[src/rtl/mem_port_ctrl.sv]
// mem_port_ctrl: arbitrates fetch and load/store requests onto a unified single-port byte memory.
// Optional build macro MISALIGN_TRAP_EN: misaligned data accesses skip the memory and raise d_err.
module mem_port_ctrl #(
    parameter int AW = 6,
    parameter int DW = 32
) (
    input  logic          clk,
    input  logic          rst,
    input  logic          if_req,
    input  logic [AW-1:0] if_addr,
    output logic          if_ready,
    output logic [DW-1:0] if_rdata,
    input  logic          d_req,
    input  logic          d_we,
    input  logic [2:0]    d_f3,
    input  logic [AW-1:0] d_addr,
    input  logic [DW-1:0] d_wdata,
    output logic          d_ready,
    output logic [DW-1:0] d_rdata,
    output logic          d_err,
    output logic          MemRead,
    output logic          MemWrite,
    output logic [2:0]    F3_Load_STORE,
    output logic [AW-1:0] addr,
    output logic [DW-1:0] data_in,
    input  logic [DW-1:0] data_out
);
    typedef enum logic [1:0] {IDLE, ACC, RESP} state_t;
    typedef enum logic {OWN_FETCH, OWN_DATA} owner_t;

    state_t state;
    owner_t owner;
    owner_t last_grant;
    logic   acc_we;
    logic   acc_ok;
    logic   grant_d;
    logic   access_ok;
    logic   trap;

    function automatic logic load_legal(input logic [2:0] f3);
        return !(f3 == 3'b011 || f3 == 3'b110 || f3 == 3'b111);
    endfunction

    function automatic logic store_legal(input logic [2:0] f3);
        return (f3 == 3'b000 || f3 == 3'b001 || f3 == 3'b010);
    endfunction

`ifdef MISALIGN_TRAP_EN
    function automatic logic misaligned(input logic [2:0] f3, input logic [1:0] lsb);
        return (f3[1:0] == 2'b01 && lsb[0]) || (f3[1:0] == 2'b10 && lsb != 2'b00);
    endfunction

    // Illegal encodings are never trapped; they simply suppress the memory enable.
    assign trap = access_ok && misaligned(d_f3, d_addr[1:0]);
`else
    assign trap = 1'b0;
`endif

    // Tie goes to whoever was not served last.
    assign grant_d   = d_req && (!if_req || last_grant == OWN_FETCH);
    assign access_ok = d_we ? store_legal(d_f3) : load_legal(d_f3);

    always_ff @(posedge clk) begin
        if (rst) begin
            state         <= IDLE;
            owner         <= OWN_FETCH;
            last_grant    <= OWN_FETCH;
            acc_we        <= 1'b0;
            acc_ok        <= 1'b0;
            if_ready      <= 1'b0;
            if_rdata      <= '0;
            d_ready       <= 1'b0;
            d_rdata       <= '0;
            d_err         <= 1'b0;
            MemRead       <= 1'b0;
            MemWrite      <= 1'b0;
            F3_Load_STORE <= '0;
            addr          <= '0;
            data_in       <= '0;
        end else begin
            if_ready      <= 1'b0;
            d_ready       <= 1'b0;
            d_err         <= 1'b0;
            MemRead       <= 1'b0;
            MemWrite      <= 1'b0;
            F3_Load_STORE <= '0;
            addr          <= '0;
            data_in       <= '0;
            case (state)
                IDLE: begin
                    if (grant_d) begin
                        owner  <= OWN_DATA;
                        acc_we <= d_we;
                        acc_ok <= access_ok;
                        if (trap) begin
                            state      <= RESP;
                            d_ready    <= 1'b1;
                            d_err      <= 1'b1;
                            d_rdata    <= '0;
                            last_grant <= OWN_DATA;
                        end else begin
                            state         <= ACC;
                            MemRead       <= !d_we && access_ok;
                            MemWrite      <= d_we && access_ok;
                            F3_Load_STORE <= d_f3;
                            addr          <= d_addr;
                            data_in       <= d_we ? d_wdata : '0;
                        end
                    end else if (if_req) begin
                        owner         <= OWN_FETCH;
                        acc_we        <= 1'b0;
                        acc_ok        <= 1'b1;
                        state         <= ACC;
                        MemRead       <= 1'b1;
                        F3_Load_STORE <= 3'b010;
                        addr          <= if_addr;
                    end
                end
                ACC: begin
                    state      <= RESP;
                    last_grant <= owner;
                    if (owner == OWN_FETCH) begin
                        if_rdata <= data_out;
                        if_ready <= 1'b1;
                    end else begin
                        d_rdata <= (!acc_we && acc_ok) ? data_out : '0;
                        d_ready <= 1'b1;
                    end
                end
                RESP: state <= IDLE;
                default: state <= IDLE;
            endcase
        end
    end
endmodule

[config.mk]
export PLATFORM = sky130hd
export DESIGN_NAME = mem_port_ctrl
export DESIGN_NICKNAME = d
export VERILOG_FILES = /design/src/rtl/mem_port_ctrl.sv
export SDC_FILE = /design/constraint.sdc
export NUM_CORES = 1
export LEC_CHECK = 0
export ABC_AREA = 1
export BUFFER_PORTS_ARGS = -buffer_cell sky130_fd_sc_hd__buf_2
export CORE_AREA = 2 2 107 89
export CTS_CLUSTER_DIAMETER = 60
export DETAILED_ROUTE_END_ITERATION = 10
export DIE_AREA = 0 0 109 91
export PLACE_DENSITY_LB_ADDON = 0.25
export SLEW_MARGIN = 20
export SYNTH_ARGS = -nofsm -noshare
export SYNTH_HDL_FRONTEND = slang
export SYNTH_SLANG_ARGS = --single-unit
[constraint.sdc]
create_clock -name clk -period 1.3 [get_ports clk]
set_input_delay 0.065 -clock clk [delete_from_list [all_inputs] [get_ports clk]]
set_output_delay 0.065 -clock clk [all_outputs]
set_load 0.01 [all_outputs]
Yosys cells after proc, flatten, opt, wreduce, memory -nomap -nowiden --
Index checks and enable logic that the tools add are counted.
Word-level totals: register bits after elaboration 115, input port bits 84, output and inout port bits 110, logic and storage cells 68
Operators by class: equal/unequal tests 7, mux-type cells 18, bitwise logic cells 6, reductions and logical operators 23
Operators by type and width (number):
- two-way mux 32 bit | 1
- two-way mux 6 bit | 2
- two-way mux 1 bit | 10
- equality test 3 x 2 -> 1 bit, second input constant | 2
- equality test 3 bit, second input constant | 2
- two-way mux 2 bit | 3
- NOT 1 bit | 6
- AND reduction 2 bit | 3
- logical OR 1 bit | 5
- logical AND 1 bit | 4
- zero test 1 bit | 4
- one-hot mux 2 bit (2 select lines) | 1
- OR reduction 2 bit | 2
- OR reduction 4 bit | 1
- equality test 3 x 1 -> 1 bit, second input constant | 1
- zero test 3 bit | 1
- two-way mux 3 bit | 1
- inequality test 3 bit, second input constant | 1
- OR reduction 3 bit | 1
- equality test 2 x 1 -> 1 bit, second input constant | 1
- zero test 2 bit | 1
- nonzero test 2 bit | 1

Logic depth before layout (Yosys ltp) --
word-level depth 7, gate-level depth with buffers 7, mapped depth without buffers 6

Least setup slack after synthesis --
OpenSTA, ideal clock, no wires.
path type register to register, start point reg state[0], end point reg d_rdata[16], library setup time 0.125 ns, arrival time 0.963 ns, required time 1.175 ns, setup slack 0.212 ns, stages on the path, launching flop included 7, buffers on the path 1, period minus slack after synthesis 1.088 ns, cell sequence dfxtp_1 -> inv_1 -> nor2_1 -> nand2_1 -> clkbuf_1 -> nand3_1 -> o21ai_0
Between the ends: cells in the longest elaborated chain, start to end 2
RTL lines:
- start, declared | RTL line 31 | state_t state;
- start signal, assigned | RTL line 65 | state <= IDLE;
- start signal, assigned | RTL line 96 | state <= RESP;
- start signal, assigned | RTL line 102 | state <= ACC;
- equality test 2 x 1 -> 1 bit | RTL line 89 | case (state)
- AND reduction 2 bit (no line)
- end signal, assigned | RTL line 126 | d_rdata <= (!acc_we && acc_ok) ? data_out : '0;
- end, declared | RTL line 19 | output logic [DW-1:0] d_rdata,
Every way passes these cells. A chain may end at the register's enable or synchronous reset.

Final worst setup path --
start point reg state[0], end point reg d_rdata[29]
Same word-level chain as after synthesis.

==> impl_metrics.yaml <==
status:
  outcome: "completed"
synth:
  synth_top_area_share_pct: 59.1
  synth-edff-count: 0
  syn-num-nets: 534
  syn_inst: 450
  synth.most_common_cell: "nand2_1"
  ys_seq_area_share_pct: 59.1
  synth-seq-cells: 115
  syn-mean-instance-area_um2: 8.65
  synth_warnings: 0
  synthFlopType: "dfxtp_1"
  synthTopCellsByCount: "149 x nand2_1, 115 x dfxtp_1, 48 x nand3_1"
  synth_area_mm2: 0.00389
  ys_top_cells_by_area: "dfxtp_1 59%, nand2_1 14%, nand3_1 6.2%"
  ys_async_sr_fraction_pct: 0
  ys_types: 22
  synth_area_leader_cell: "dfxtp_1"
layout:
  num_antenna_cells: 0
  layout.nets: 816
  final_area_mm2: 0.00653
  drive_above_1_share_pct: 34.4
  nFillCells: 630
  syn_to_final_growth_pct: 67.9
  ff_latch_area_mm2: 0.00230
  fin_util_pct: 74.2
  multi_input_area_mm2: 0.00139
route:
  ant_nets: 0
  drt-total-wl_mm: 12.3
  drtIter0Drc: 149
  viasPerCell: 4.69
  drc: 0
  vias: 4030
  avgRoutedWirePerCell_um: 14.3
  drt-pass1-iter-count: 4
pwr:
  clkPwrFrac_pct: 49.7
  pwr-share-seq_pct: 38.9
  p_int_mw: 7.38
  comb_power_share_pct: 11.4
  powerDensity_mw_per_mm2: 1470
  leakage_nw: 3.26
  worst_ir_drop_vdd_mv: 0.888
  p_switching_mw: 2.25
  switching_share_pct: 23.4
worst_setup_path:
  critPathMostFrequentCell: "nand2_1"
  timing.critical_path.buf_inv: 1
  critPathTopFamily: "simple AND/OR/NAND/NOR gates"
  path_cells: "nand2_1, nor2_2, nand2_1, buf_12, o21ai_0"
  cp.arrival_ns: 1.61
  cp_slowest_stage_delay_ns: 0.36
  crit_fanout: 31
  critPathRequiredTime_ns: 1.71
  crit_type: "flip-flop to flip-flop"
  cpMaxStageDelayCell: "dfxtp_1"
  endpoint_kind: "flip-flop"
  startpoint_type: "flip-flop"
die:
  start_util_pct: 44.2
  die_area_mm2: 0.00992
  num_rows: 31
  die_h_um: 91
  die_w_um: 109
  core_area_mm2: 0.00880
  ioPinCount: 194
global_routing:
  grt_max_degree: 42
  antenna_found_initial: 0
  track_usage_pct: 25.1
  grt_pass1_wl_mm: 19.4
  grt_overflow: 0
  grt_pass1_vias: 4102
place:
  place_congestion: 0.738
  postPlaceCellArea_mm2: 0.00505
  place_ws_ns: 0.167
  io_buffers: 192
  hpwl_mm: 7.13
sta:
  whs_ns: 0.310
  fin_skew_ns: 0.0111
  finalSetupViolations: 0
  tns_ns: 0
  max_freq_ghz: 0.832
  maxSlewViolCount: 0
  hold_viol_final: 0
  setup_ws_ns: 0.0981
  fin_crit_sh_pct: 92.5
  fin_crit_ns: 1.20
  rsz0062_at_grt: "false"
cts:
  clkTransAtPathRegs_ns: 0.06
  ctsRootBufferMaster: "clkbuf_8"
  cts_tree: "done"
  insertion_delay_ns: 0.50
  cts_num_sinks: 115
  cts_buffers: 17
  clockBufferDepth: 2
  htreeDepth: 4
job:
  maxCapViolations: 0
hold_path:
  hold_class: "input port to flip-flop"
power groups by stage:
stage	registers [mW]	clock network, mW	logic (mW)
floorplan	3.88	0	0.375
global placement	3.81	0	0.858
detailed placement	3.81	0	0.874
CTS	3.74	4.86	1.08
global route	3.76	5.04	1.20
finish	3.74	4.79	1.10
kinds of logic after synthesis:
group / share of synthesized area (%)
buffers and inverters: 5.34
and+or+nand+nor: 30.3
AOI/OAI and AO/OA: 5.14
DFF: 59.1
other: 0.0963
layout by cell type (no fill, tap or decap), drive strengths merged:
cell type    count
buf            209
nand2          151
dfxtp          115
dlygate4sd3     83
nand3           49
o21ai           33
nor3b           32
clkbuf          20
inv             19
nor2            13
a21oi            7
clkinv           5
bufinv           4
clkinvlp         2
nor3             2
conb             1
per-layer routing:
layer,vias up,part of all wire [%],track usage (%)
li1,2018,-,-
met1,1871,41,27.4
met2,129,52,45.7
met3,12,5.1,7.32
met4,0,1.1,8.44
met5,-,0,0
worst reg2reg max path: stages (launching register included):
cell and delay [ns]:
dfxtp_1 0.36, nand2_1 0.16, nor2_2 0.13, nand2_1 0.10, buf_12 0.17, o21ai_0 0.20
worst paths after layout:
kind | start | to | slack, ns | depth (start not counted)
setup / recovery | state[0] | d_rdata[29] | 0.1 | 5
hold / removal | data_out[5] | if_rdata[5] | 0.31 | 4
setup reg to reg | state[0] | d_rdata[29] | 0.1 | 5
hold reg to reg | if_rdata[10] | if_rdata[10] | 0.44 | 2
stage by stage:
stage,power [mW],std cells
after detailed placement,4.69,741
final,9.63,860
after global placement,4.66,741
after floorplan,4.25,450
after CTS,9.67,857
after global routing,10.0,860
state kept, by name, summed over array words and instances (netlist names), 2 cells and up:
register,count
addr,6
data_in,32
d_rdata,32
F3_Load_STORE,3
state,2
if_rdata,32
cell type report:
class	count	area share [%]
sequential	115	35.3
timing repair buffer	292	30.8
multi-input combinational	288	21.3
clock buffer	20	6.66
clock inverter	12	2.76
tap	115	2.20
inverter	18	1.03
timing repair:
action	in CTS	in global routing
endpoints found under the setup margin	0	2
endpoints found under the hold margin	110	0
gates resized for setup	0	3
setup buffers	0	4
hold buffers	84	0
Power figures use the tool's default switching activity.
